`src/rtl/bch_dec_stream_encoder_pkg.sv`:
```
// rtl/bch_dec_stream_encoder_pkg.sv - BCH code geometry and generator polynomial helpers
package bch_dec_stream_encoder_pkg;

   // Smallest field order m whose DEC BCH code fits the message plus 2m parity bits.
   function automatic int fn_gf_m(input int d_width);
      if (d_width + 10 <= 31)
         return 5;
      else if (d_width + 12 <= 63)
         return 6;
      else if (d_width + 14 <= 127)
         return 7;
      else
         return 8;
   endfunction

   // Natural (unshortened) code length n = 2^m - 1.
   function automatic int fn_int_width(input int d_width);
      return (1 << fn_gf_m(d_width)) - 1;
   endfunction

   // Parity width of the DEC code: two minimal polynomials of degree m.
   function automatic int fn_ecc_synd_width(input int d_width);
      return 2 * fn_gf_m(d_width);
   endfunction

   // g(x) = m1(x)*m3(x) with the leading x^2m term dropped, right aligned.
   function automatic logic [15:0] fn_bch_gen_poly(input int d_width);
      case (fn_gf_m(d_width))
         5:       return 16'h0369;
         6:       return 16'h0539;
         7:       return 16'h0377;
         default: return 16'h6F63;
      endcase
   endfunction

endpackage

```
`src/rtl/bch_dec_stream_encoder_lfsr.sv`:
```
// rtl/bch_dec_stream_encoder_lfsr.sv - unrolled multi-bit BCH parity LFSR update
module bch_lfsr_step #(
   parameter int              P_PW = 10,
   parameter int              P_BW = 2,
   parameter logic [P_PW-1:0] P_G  = '0
) (
   input  logic [P_PW-1:0] r_i,
   input  logic [P_BW-1:0] bits_i,
   output logic [P_PW-1:0] r_o
);

   logic [P_PW-1:0] r_tmp;
   logic            fb;

   // Divide by g(x) one bit at a time, earliest (MSB) input bit first.
   always_comb begin
      r_tmp = r_i;
      fb    = 1'b0;
      for (int i = P_BW - 1; i >= 0; i--) begin
         fb    = bits_i[i] ^ r_tmp[P_PW-1];
         r_tmp = {r_tmp[P_PW-2:0], 1'b0} ^ (fb ? P_G : '0);
      end
      r_o = r_tmp;
   end

endmodule

```
`src/rtl/bch_dec_stream_encoder.sv`:
```
// rtl/bch_dec_stream_encoder.sv - streaming systematic encoder for shortened DEC BCH codes
module bch_dec_stream_encoder
   import bch_dec_stream_encoder_pkg::*;
#(
   parameter int P_D_WIDTH   = 16,
   parameter int P_BUS_WIDTH = 2
) (
   input  logic                   clk_i,
   input  logic                   rst_n_i,
   input  logic [P_BUS_WIDTH-1:0] din_i,
   input  logic                   din_vld_i,
   output logic                   din_rdy_o,
   output logic [P_BUS_WIDTH-1:0] dout_o,
   output logic                   dout_vld_o,
   input  logic                   dout_rdy_i,
   output logic                   dout_last_o
);

   localparam int LP_N    = fn_int_width(P_D_WIDTH);
   localparam int LP_PW   = fn_ecc_synd_width(P_D_WIDTH);
   localparam int LP_DB   = P_D_WIDTH / P_BUS_WIDTH;
   localparam int LP_PB   = LP_PW / P_BUS_WIDTH;
   localparam int LP_CMAX = (LP_DB > LP_PB) ? LP_DB : LP_PB;
   localparam int LP_CW   = $clog2(LP_CMAX + 1);

   localparam logic [15:0]       LP_G_FULL  = fn_bch_gen_poly(P_D_WIDTH);
   localparam logic [LP_PW-1:0]  LP_G       = LP_G_FULL[LP_PW-1:0];
   localparam logic [LP_CW-1:0]  LP_DB_LAST = LP_CW'(LP_DB - 1);
   localparam logic [LP_CW-1:0]  LP_PB_LAST = LP_CW'(LP_PB - 1);

   generate
      if (!(P_BUS_WIDTH == 1 || P_BUS_WIDTH == 2) || (P_D_WIDTH % P_BUS_WIDTH != 0)
          || (P_D_WIDTH + LP_PW > LP_N)) begin : g_bad_param
         $error("bch_dec_stream_encoder: illegal P_D_WIDTH/P_BUS_WIDTH combination");
      end
   endgenerate

   typedef enum logic [1:0] {
      ST_IDLE   = 2'd0,
      ST_DATA   = 2'd1,
      ST_PARITY = 2'd2
   } state_e;

   state_e                 state_q, state_d;
   logic [LP_CW-1:0]       cnt_q, cnt_d;
   logic [LP_PW-1:0]       lfsr_q, lfsr_d;
   logic [LP_PW-1:0]       lfsr_step;
   logic [P_BUS_WIDTH-1:0] dout_q, dout_d;
   logic                   vld_q, vld_d;
   logic                   last_q, last_d;
   logic                   run_q;
   logic                   load_ok;
   logic                   din_rdy;

   bch_lfsr_step #(
      .P_PW (LP_PW),
      .P_BW (P_BUS_WIDTH),
      .P_G  (LP_G)
   ) u_lfsr_step (
      .r_i    (lfsr_q),
      .bits_i (din_i),
      .r_o    (lfsr_step)
   );

   // Holds din_rdy_o low while reset is asserted and for the first cycle after release.
   always_ff @(posedge clk_i or negedge rst_n_i) begin
      if (!rst_n_i) run_q <= 1'b0;
      else          run_q <= 1'b1;
   end

   // Codeword FSM, beat counter, LFSR and output register next-state logic.
   always_comb begin
      load_ok = ~vld_q | dout_rdy_i;
      state_d = state_q;
      cnt_d   = cnt_q;
      lfsr_d  = lfsr_q;
      dout_d  = dout_q;
      vld_d   = vld_q;
      last_d  = last_q;
      din_rdy = 1'b0;

      if (vld_q && dout_rdy_i) begin
         vld_d  = 1'b0;
         last_d = 1'b0;
      end

      case (state_q)
         ST_IDLE: begin
            // A stalled final parity beat may still occupy the output register.
            din_rdy = run_q & load_ok;
            if (din_vld_i && din_rdy) begin
               dout_d = din_i;
               vld_d  = 1'b1;
               last_d = 1'b0;
               lfsr_d = lfsr_step;
               if (LP_DB == 1) begin
                  state_d = ST_PARITY;
                  cnt_d   = '0;
               end else begin
                  state_d = ST_DATA;
                  cnt_d   = LP_CW'(1);
               end
            end
         end
         ST_DATA: begin
            din_rdy = load_ok;
            if (din_vld_i && din_rdy) begin
               dout_d = din_i;
               vld_d  = 1'b1;
               last_d = 1'b0;
               lfsr_d = lfsr_step;
               if (cnt_q == LP_DB_LAST) begin
                  state_d = ST_PARITY;
                  cnt_d   = '0;
               end else begin
                  cnt_d = cnt_q + LP_CW'(1);
               end
            end
         end
         ST_PARITY: begin
            if (load_ok) begin
               dout_d = lfsr_q[LP_PW-1 -: P_BUS_WIDTH];
               vld_d  = 1'b1;
               lfsr_d = lfsr_q << P_BUS_WIDTH;
               if (cnt_q == LP_PB_LAST) begin
                  last_d  = 1'b1;
                  state_d = ST_IDLE;
                  cnt_d   = '0;
                  lfsr_d  = '0;
               end else begin
                  last_d = 1'b0;
                  cnt_d  = cnt_q + LP_CW'(1);
               end
            end
         end
         default: begin
            state_d = ST_IDLE;
         end
      endcase
   end

   // State registers; reset aborts any codeword in flight.
   always_ff @(posedge clk_i or negedge rst_n_i) begin
      if (!rst_n_i) begin
         state_q <= ST_IDLE;
         cnt_q   <= '0;
         lfsr_q  <= '0;
         dout_q  <= '0;
         vld_q   <= 1'b0;
         last_q  <= 1'b0;
      end else begin
         state_q <= state_d;
         cnt_q   <= cnt_d;
         lfsr_q  <= lfsr_d;
         dout_q  <= dout_d;
         vld_q   <= vld_d;
         last_q  <= last_d;
      end
   end

   assign din_rdy_o   = din_rdy;
   assign dout_o      = dout_q;
   assign dout_vld_o  = vld_q;
   assign dout_last_o = last_q;

endmodule
```
`config.mk`:
```
export PLATFORM = sky130hd
export DESIGN_NAME = bch_dec_stream_encoder
export DESIGN_NICKNAME = d
export VERILOG_FILES = /design/src/rtl/bch_dec_stream_encoder_pkg.sv /design/src/rtl/bch_dec_stream_encoder_lfsr.sv /design/src/rtl/bch_dec_stream_encoder.sv
export SDC_FILE = /design/constraint.sdc
export NUM_CORES = 1
export LEC_CHECK = 0
export ABC_AREA = 1
export BUFFER_PORTS_ARGS = -buffer_cell sky130_fd_sc_hd__buf_2
export CORE_AREA = 5 5 66 68
export DETAILED_ROUTE_END_ITERATION = 12
export DIE_AREA = 0 0 71 73
export GPL_TIMING_DRIVEN = 1
export PLACE_DENSITY_LB_ADDON = 0.12
export SYNTH_ARGS = -nofsm -noshare
export SYNTH_HDL_FRONTEND = slang
export SYNTH_SLANG_ARGS = --single-unit
```
`constraint.sdc`:
```
create_clock -name clk_i -period 1.6 [get_ports clk_i]
set_input_delay 0.24 -clock clk_i [delete_from_list [all_inputs] [get_ports clk_i]]
set_output_delay 0.24 -clock clk_i [all_outputs]
set_load 0.01 [all_outputs]
```
# [Word-level counts from Yosys, hierarchy flattened]
# Index checks and enable logic that the tools add are counted.
[totals] register_bits=21 inputBits=6
[classes] n_addsub=1 n_eq_ne=9 mux=35 n_bitwise=7 reduce_logical=7
[ops] cell="$mux W10" n=6
[ops] cell="$pmux W10 S3" n=1
[ops] cell="$mux W4" n=5
[ops] cell="$xor A10 B10 Y10" n=2
[ops] cell="$mux W2" n=8
[ops] cell="$pmux W2 S3" n=2
[ops] cell="$pmux W4 S3" n=1
[ops] cell="$ne A2 B2 Y1 const B" n=5
[ops] cell="$mux W1" n=9
[ops] cell="$eq A4 B3 Y1 const B" n=2
[ops] cell="$pmux W1 S3" n=2
[ops] cell="$reduce_and A5 Y1" n=1
[ops] cell="$add A4 B1 Y4 const B" n=1
[ops] cell="$reduce_and A4 Y1" n=1
[ops] cell="$logic_and A1 B1 Y1" n=3
[ops] cell="$reduce_bool A3 Y1" n=1
[ops] cell="$eq A2 B1 Y1 const B" n=1
[ops] cell="$eq A2 B2 Y1 const B" n=1
[ops] cell="$logic_not A2 Y1" n=1
[ops] cell="$pmux W1 S2" n=1
[ops] cell="$xor A1 B1 Y1" n=2
[ops] cell="$and A1 B1 Y1" n=1
[ops] cell="$not A1 Y1" n=1
[ops] cell="$or A1 B1 Y1" n=1

# [Logic depth before layout (Yosys ltp)]
# Gate-level depths: netlist of run 1.
[depth] word_depth=8 mapped_depth=12 mapped_depth_nobuf=10

# [Hierarchy]
# A second synthesis of run 1 with hierarchy kept.
[hier_totals] hier_cells=225 area_unflattened_um2=1610.3
[by_module_without_submodules] mod="bch_dec_stream_encoder" instances=1 cells_per_inst=176 area_each_um2=1345.0 seq_area_each_um2=525.5
[by_module_without_submodules] mod="bch_lfsr_step" instances=1 cells_per_inst=49 area_each_um2=265.3 seq_area_each_um2=0.0

# [Worst setup path after synthesis of run 1]
# OpenSTA, ideal clock, no wires.
[synth_timing] kind="register to register" startpoint="register state_q[0]" endpoint="register cnt_q[2]" setup_ns=0.117 arrival_time_ns=1.436 required_ns=1.483 slack_ns=0.046 path_stages_with_launch=13 path_buffers=2 synth_period_minus_slack_ns=1.554 cell_sequence="dfrtp_1 -> inv_1 -> ha_1 -> buf_4 -> inv_4 -> nor2_4 -> inv_2 -> nand2_4 -> nor2_8 -> inv_4 -> buf_6 -> nand2_1 -> nand2_1"
[synth_between] elab_chain_len=3
[synth_lines] element="start, declared" line_no="bch_dec_stream_encoder.sv:44" source="state_e state_q, state_d;"
[synth_lines] element="start signal, assigned" line_no="bch_dec_stream_encoder.sv:152" source="state_q <= state_d;"
[synth_lines] element="$eq A2 B1 Y1 (tied with other cells)" line_no="bch_dec_stream_encoder.sv:87" source="case (state_q)"
[synth_lines] element="$ne A2 B2 Y1 (no source line) or $reduce_bool A3 Y1 (tied branches)"
[synth_lines] element="$reduce_and A4 Y1 (no source line)"
[synth_lines] element="end signal, assigned" line_no="bch_dec_stream_encoder.sv:153" source="cnt_q <= cnt_d;"
[synth_lines] element="end, declared" line_no="bch_dec_stream_encoder.sv:45" source="logic [LP_CW-1:0] cnt_q, cnt_d;"
# Parallel ways exist; a longest one is shown, timed or not.
# A chain may end at the register's enable or synchronous reset.

# [Worst setup path after layout of run 1]
[layout_timing] startpoint="register state_q[0]" endpoint="output port din_rdy_o"
[layout_between] elab_chain_len=2
[layout_lines] element="$eq A2 B1 Y1 or $logic_not A2 Y1 (tied branches)" line_no="bch_dec_stream_encoder.sv:87"
[layout_lines] element="$pmux W1 S2 *" line_no="bch_dec_stream_encoder.sv:87"
[layout_lines] element="end, declared" line_no="bch_dec_stream_encoder.sv:12" source="output logic din_rdy_o,"
# Every way passes the cells marked *; elsewhere a longest branch is shown, timed or not.

==> results of run 1 <==
cells by family after synthesis:
| family | synth area share [%] |
|---|---|
| mux | 0.7266 |
| other cells | 0.2722 |
| simple gates | 37.15 |
| fa+ha+maj | 6.358 |
| compound gates | 7.357 |
| xor+xnor | 0.6359 |
| buf+inv | 9.356 |
| flops | 38.15 |
registers in the layout, indices dropped and copies added (netlist names):
signal / cells
run_q: 1
dout_last_o: 1
dout_o: 2
state_q: 2
cnt_q: 4
lfsr_q: 10
dout_vld_o: 1
metrics by stage:
| step | utilization, % | power (W) | std cells | hold slack (ns) | worst slack, ns |
|---|---|---|---|---|---|
| after floorplan | - | 0.002269 | 191 | -0.05559 | 0.04608 |
| after global placement | 39.62 | 0.002684 | 254 | 0.2350 | -0.005396 |
| after detailed placement | 39.62 | 0.002699 | 254 | 0.2355 | 0.004884 |
| after CTS | 41.24 | 0.003096 | 259 | 0.2822 | -0.0007743 |
| after global routing | 43.64 | 0.003669 | 265 | 0.3396 | -0.002943 |
| final | 43.64 | 0.003328 | 265 | 0.2840 | 0.07059 |
area by class of cell:
class,count,area share (%)
clock buffers,3,2.491
repair buffers,22,8.830
inverters,25,6.113
clock inverters,1,0.4528
flip-flops and latches,21,31.77
multi-input cells,143,46.57
well taps,50,3.774
power by group through the flow:
stage,clock network [W],registers (W),logic [W]
floorplan,0,0.000915,0.00135
global placement,0,0.000909,0.00177
detailed placement,0,0.000917,0.00178
CTS,0.000383,0.000908,0.00180
global route,0.000408,0.000955,0.00231
finish,0.000362,0.000922,0.00204
tightest hold or removal path: cells and delay by family:
family	cells	cell delay (ns)
buf+inv	1	0.09
compound gates	1	0.08
simple gates	2	0.10
layer usage:
| layer | wire (um) | up-vias | share of wire (%) | track usage [%] |
|---|---|---|---|---|
| li1 | - | 635 | - | - |
| met5 | 0 | - | 0 | 0 |
| met1 | 1430 | 561 | 46 | 15.24 |
| met2 | 1463 | 31 | 47 | 21.42 |
| met4 | 85 | 0 | 2.7 | 6.889 |
| met3 | 133 | 9 | 4.3 | 2.479 |
synth_stat cells (all sizes together):
library cell and count:
nand2 87, inv 25, dfrtp 21, nand3 17
o21ai 16, nor2 8, ha 7, buf 3
a21oi 2, conb 1, mux2i 1, nand4 1
nor3 1, xor2 1
final timing paths:
path,from,slack [ns],end,cells past startpoint
worst max-delay path,state_q[0],0.07,din_rdy_o,7
worst min-delay path,dout_rdy_i,0.28,dout_last_o,4
worst max register to register,state_q[1],0.10,lfsr_q[1],8
worst min register to register,dout_o[0],0.47,dout_o[0],2
max in group asynchronous,rst_n_i,0.78,state_q[1],2
min in group asynchronous,rst_n_i,0.46,dout_o[1],2
timing repair:
| action | 4_1_cts | 5_1_grt |
|---|---|---|
| gates resized for setup | 2 | 11 |
| pin swaps | 1 | 1 |
| endpoints found under the hold margin | 21 | 0 |
| setup buffers | 0 | 5 |
| setup endpoints to repair | 2 | 15 |
| gates cloned | 0 | 1 |
| hold buffers | 1 | 0 |
==> impl_table.tex, run 1 <==
\begin{tabular}{lr}
\hline
Metric & Value \\
\hline
\multicolumn{2}{l}{\textbf{Cells and area}} \\
Final design instance area without fill & 1658 um2 \\
Share of post-route cells with drive strength above 1 & 23.26\% \\
Combined area of the multi-input logic cells & 772.0 um2 \\
Commonest cells after routing, fill and taps aside & nand2\_1 (81), dfrtp\_1 (20), inv\_1 (17) \\
Final-layout fill cell count & 418 \\
Number of diodes added for antenna fixing & 0 \\
Most common library cell in the layout ignoring fill and taps & nand2\_1 \\
Area taken by flip-flops and latches & 526.8 um2 \\
Layout overhead on the synthesized area & 20.35\% \\
Layout net count & 229 \\
\multicolumn{2}{l}{\textbf{Timing}} \\
Sum Neg Setup Slack & 0 ns \\
Maximum clock frequency & 653.8 MHz \\
Final Max Tran Viols & 0 \\
Post-route clock period utilization & 95.59\% \\
Final Hold Fails & 0 \\
Setup-violating endpoint count in the final report & 0 \\
Clock Skew & 0.001448 ns \\
Fin crit period & 1.529 ns \\
\multicolumn{2}{l}{\textbf{Synth}} \\
Number of synthesized register bits & 21 \\
Distinct cell type count after synthesis & 24 \\
Gate Count Post-Synth & 191 \\
Portion of the post-synthesis area used by sequential elements & 38.15\% \\
Area leader, netlist & dfrtp\_1 \\
Post-Syn Area per Cell & 7.212 um2 \\
Share of Yosys cell area claimed by the top area cell type & 38.15\% \\
Cell area after synthesis & 1378 um2 \\
YS warnings & 0 \\
Dominant cells by area after synthesis & dfrtp\_1 (38\%), nand2\_1 (22\%), ha\_1 (6.4\%), nand3\_1 (5.8\%), inv\_1 (5.7\%) \\
Synthesized netlist net count & 204 \\
\multicolumn{2}{l}{\textbf{Worst setup path}} \\
Worst path most repeated cell & nand2\_1 \\
Required time at the endpoint of the critical path & 1.36 ns \\
Count of buffer and inverter cells on the critical path & 4 \\
Family with the most delay on the worst path & flip-flops \\
Slowest cell on the critical path & dfrtp\_1 \\
Critical path launch point type & register \\
Crit path capture type & primary output \\
Arrival time at the worst endpoint & 1.29 ns \\
Kind of critical path & register to primary output \\
Crit path cell chain & buf\_6, ha\_4, inv\_2, nand2\_1, nand2\_1, inv\_1, buf\_2 \\
CP max stage delay & 0.40 ns \\
Maximum fanout along the worst path & 4 \\
\multicolumn{2}{l}{\textbf{Drt}} \\
Post-route DRC violation count & 0 \\
Pre-antenna DRT Iters & 4 \\
Vias post-DR & 1236 \\
Mean number of vias per cell & 4.664 \\
Final WL & 3113 um \\
Number of violations reported at the end of detailed-routing iteration 0 & 55 \\
Post-DR wirelength/cell & 11.75 um \\
Antenna-violating nets left & 0 \\
\multicolumn{2}{l}{\textbf{Global route}} \\
First-pass GRT wire length & 5264 um \\
Largest net degree at the start of global routing & 22 \\
Overall fraction of global-route tracks in use & 12.70\% \\
Number of antenna violations at the first check in global routing & 0 \\
Vias in the first global route & 1235 \\
Overflow left after global routing & 0 \\
\multicolumn{2}{l}{\textbf{Die}} \\
Die extent in y & 73 um \\
Top-level port count & 11 \\
Number of standard-cell rows in the floorplan & 23 \\
Initial Util & 36.26\% \\
Total die area & 5183 um2 \\
Horiz. Die Dim & 71 um \\
CORE AREA & 3799 um2 \\
\multicolumn{2}{l}{\textbf{Clocking}} \\
Insertion delay of the later-clocked pin in the worst-skew pair & 0.26 ns \\
TritonCTS clock tree & built \\
TritonCTS Buffers & 3 \\
Clock root buffer & clkbuf\_8 \\
Total number of clock tree sinks & 21 \\
Maximum buffer depth of the clock tree & 2 \\
H-tree lvl count & 1 \\
Clock-pin slew of the registers on the worst-case setup and hold paths & 0.08 ns \\
\multicolumn{2}{l}{\textbf{Power and ir drop}} \\
Part of the power in combinational logic & 61.4\% \\
Sw Ratio & 47.36\% \\
Total internal power & 0.001752 W \\
Net switching power figure & 0.001576 W \\
Power density over the cells & 2008 nW/um2 \\
Sequential share of power & 27.7\% \\
LEAKAGE & 0.8861 nW \\
Max VDD drop & 0.7974 mV \\
Clock network fraction of total power & 10.9\% \\
\multicolumn{2}{l}{\textbf{Place}} \\
Half-perimeter wire length of the detailed placement result & 2335 um \\
Count of input and output buffers & 10 \\
Total placed instance area & 1505 um2 \\
Final RePlAce weighted congestion & 0.8139 \\
\multicolumn{2}{l}{\textbf{Run}} \\
Max\_cap viols & 0 \\
\multicolumn{2}{l}{\textbf{Min path}} \\
Worst Hold Class & input port to register \\
\multicolumn{2}{l}{\textbf{Status}} \\
Run status & completed \\
\hline
\end{tabular}
No activity file was read; power rests on OpenSTA's default activity.
==> run 2, diff against run 1 <==
- CELL_PAD_IN_SITES_DETAIL_PLACEMENT: default -> 0
- CELL_PAD_IN_SITES_GLOBAL_PLACEMENT: default -> 2
- CORE_AREA: 5 5 66 68 -> 5 5 74 76
- DIE_AREA: 0 0 71 73 -> 0 0 79 81
==> run 2 against run 1 <==
Compared with the run above: via count shrank 3.9%; setup slack lost 0.011 ns; non-clock buffer count shrank 2; first-iteration DRC count grew 36%; routed wire length grew 4.6%; cell count grew 0.38%; hold slack lost 0.0085 ns; fmax shrank 0.74%; final area shrank 1.6%; total power shrank 1.7%; clock power grew 1%; critical path type unchanged; largest power group unchanged.
==> impl_table.tex, run 2 (synthesis results as in run 1) <==
\begin{tabular}{lr}
\hline
Metric & Value \\
\hline
\multicolumn{2}{l}{\textbf{Place}} \\
Half-perimeter wire length of the detailed placement result & 2461 um (was 2335 um) \\
Placed Cells incl. Taps & 257 (was 254) \\
Total placed instance area & 1503 um2 (was 1505 um2) \\
Final RePlAce weighted congestion & 0.7653 (was 0.8139) \\
Count of input and output buffers & 10 (unchanged) \\
\multicolumn{2}{l}{\textbf{Worst setup path}} \\
Kind of critical path & register to primary output (unchanged) \\
Maximum fanout along the worst path & 4 (unchanged) \\
Family with the most delay on the worst path & flip-flops (unchanged) \\
Crit path capture type & primary output (unchanged) \\
Count of buffer and inverter cells on the critical path & 4 (unchanged) \\
Slowest cell on the critical path & dfrtp\_1 (unchanged) \\
Crit path cell chain & buf\_4, ha\_4, inv\_2, nand2\_1, nand2\_1, inv\_1, buf\_2 (was buf\_6, ha\_4, inv\_2, nand2\_1, nand2\_1, inv\_1, buf\_2) \\
Worst path most repeated cell & nand2\_1 (unchanged) \\
Depth of the worst register-to-register path & 9 (was 8) \\
Required time at the endpoint of the critical path & 1.36 ns (about the same) \\
CP max stage delay & 0.38 ns (was 0.40 ns) \\
Critical path launch point type & register (unchanged) \\
Arrival time at the worst endpoint & 1.30 ns (was 1.29 ns) \\
Crit path depth & 7 (unchanged) \\
\multicolumn{2}{l}{\textbf{Timing}} \\
Fin crit period & 1.541 ns (was 1.529 ns) \\
Maximum clock frequency & 649.0 MHz (was 653.8 MHz) \\
Normalized max-slew margin & 66.44\% \\
Setup-violating endpoint count in the final report & 0 (unchanged) \\
Tightest Pin Transition & 0.5034 ns \\
Clock Skew & 0.002733 ns (was 0.001448 ns) \\
Sum Neg Setup Slack & 0 ns (unchanged) \\
Final Max Tran Viols & 0 (unchanged) \\
RSZ-0062 raised after global routing & true \\
Post-route clock period utilization & 96.30\% (was 95.59\%) \\
Final Hold Fails & 0 (unchanged) \\
\multicolumn{2}{l}{\textbf{Drt}} \\
Vias post-DR & 1188 (was 1236) \\
Antenna-violating nets left & 0 (unchanged) \\
Met3 wirelength from detailed routing & 101 um (was 133 um) \\
Pre-antenna DRT Iters & 4 (unchanged) \\
Sum of routed wire segments on met1 & 1713 um (was 1430 um) \\
Post-route DRC violation count & 0 (unchanged) \\
Number of violations reported at the end of detailed-routing iteration 0 & 75 (was 55) \\
Met2 wire len & 1386 um (was 1463 um) \\
Post-DR wirelength/cell & 12.24 um (was 11.75 um) \\
Mean number of vias per cell & 4.466 (was 4.664) \\
Uppermost routed layer & met4 (unchanged) \\
Final WL & 3255 um (was 3113 um) \\
\multicolumn{2}{l}{\textbf{Power and ir drop}} \\
Max VDD drop & 0.7253 mV (was 0.7974 mV) \\
LEAKAGE & 0.8743 nW (was 0.8861 nW) \\
Power density over the cells & 2006 nW/um2 (was 2008 nW/um2) \\
\multicolumn{2}{l}{\textbf{Global route}} \\
First-pass GRT wire length & 5623 um (was 5264 um) \\
Vias in the first global route & 1129 (was 1235) \\
Number of antenna violations at the first check in global routing & 0 (unchanged) \\
Overflow left after global routing & 0 (unchanged) \\
Overall fraction of global-route tracks in use & 11.52\% (was 12.70\%) \\
Largest net degree at the start of global routing & 22 (unchanged) \\
\multicolumn{2}{l}{\textbf{Die}} \\
Total die area & 6399 um2 (was 5183 um2) \\
Top-level port count & 11 (unchanged) \\
CORE AREA & 4661 um2 (was 3799 um2) \\
Die extent in y & 81 um (was 73 um) \\
Initial Util & 29.56\% (was 36.26\%) \\
Horiz. Die Dim & 79 um (was 71 um) \\
Number of standard-cell rows in the floorplan & 25 (was 23) \\
\multicolumn{2}{l}{\textbf{Min path}} \\
Number of cells on the worst hold path & 4 (unchanged) \\
Worst Hold Class & input port to register (unchanged) \\
\multicolumn{2}{l}{\textbf{Clocking}} \\
Total number of clock tree sinks & 21 (unchanged) \\
TritonCTS Buffers & 3 (unchanged) \\
Insertion delay of the later-clocked pin in the worst-skew pair & 0.26 ns (about the same) \\
TritonCTS clock tree & built (unchanged) \\
Clock root buffer & clkbuf\_8 (unchanged) \\
H-tree lvl count & 1 (unchanged) \\
Clock-pin slew of the registers on the worst-case setup and hold paths & 0.08 ns (about the same) \\
Maximum buffer depth of the clock tree & 2 (unchanged) \\
\multicolumn{2}{l}{\textbf{Run}} \\
Max\_cap viols & 0 (unchanged) \\
\multicolumn{2}{l}{\textbf{Cells and area}} \\
Final design instance area without fill & 1632 um2 (was 1658 um2) \\
Layout net count & 226 (was 229) \\
Commonest cells after routing, fill and taps aside & nand2\_1 (80), dfrtp\_1 (21), inv\_1 (17) (was nand2\_1 (81), dfrtp\_1 (20), inv\_1 (17)) \\
Layout overhead on the synthesized area & 18.44\% (was 20.35\%) \\
Most common library cell in the layout ignoring fill and taps & nand2\_1 (unchanged) \\
Max reg flops & 10 (unchanged) \\
Largest registers & lfsr\_q x10, cnt\_q x4 (unchanged) \\
Register ranked first by flip-flop count & lfsr\_q (unchanged) \\
End-of-flow core utilization & 35.01\% (was 43.64\%) \\
Final-layout fill cell count & 521 (was 418) \\
Share of post-route cells with drive strength above 1 & 22.64\% (was 23.26\%) \\
Number of diodes added for antenna fixing & 0 (unchanged) \\
Non-filler instance count after layout & 266 (was 265) \\
\multicolumn{2}{l}{\textbf{Status}} \\
Run status & completed (unchanged) \\
\hline
\end{tabular}
## run 2: tightest hold or removal path, stage by stage
cell     delay, ns
buf_2         0.09
nand2_1       0.05
nand2_1       0.04
o21ai_0       0.08
## run 2: final cells by class
class	instances	area, um2	area share (%)
Multi-Input combinational cell	142	760.7	46.63
Sequential cell	21	525.5	32.21
Inverter	25	101.3	6.212
Timing Repair Buffer	20	131.4	8.052
Tap cell	54	67.56	4.141
Clock buffer	4	45.04	2.761
## run 2: final timing paths
check | slack, ns | start | to
worst max-delay path | 0.06 | state_q[0] | din_rdy_o
worst min-delay path | 0.28 | dout_rdy_i | dout_last_o
worst max register to register | 0.10 | state_q[0] | lfsr_q[9]
worst min register to register | 0.47 | dout_o[1] | dout_o[1]
max in group asynchronous | 0.80 | rst_n_i | lfsr_q[1]
min in group asynchronous | 0.47 | rst_n_i | cnt_q[0]
## run 2: routing by layer
layer	up-vias	track usage, %
met5	-	0
met2	16	16.50
li1	636	-
met3	4	1.996
met1	532	16.71
met4	0	5.326
## run 2: through the flow
stage	power [W]	hold slack, ns	worst slack (ns)
finish	0.003273	0.2755	0.05923
global route	0.003646	0.3084	-0.03166
CTS	0.003221	0.2719	0.01640
detailed placement	0.002711	0.2489	-0.03297
global placement	0.002728	0.2480	-0.02697
floorplan	0.002269	-0.05559	0.04608
## run 2: where the power goes
group          total (W)  switching, W  internal, W
clock network   0.000367      0.000189     0.000178
logic            0.00199       0.00121     0.000785
registers       0.000914      0.000161     0.000753
total            0.00327       0.00156      0.00172
## run 2: what timing repair did
| action | CTS | global route |
|---|---|---|
| buffers inserted | 3 | 1 |
| hold endpoints to repair | 21 | 0 |
| pin swaps | 1 | 0 |
| hold buffers | 1 | 0 |
| setup endpoints to repair | 12 | 17 |
| cloned | 0 | 0 |
| resized for setup | 4 | 11 |
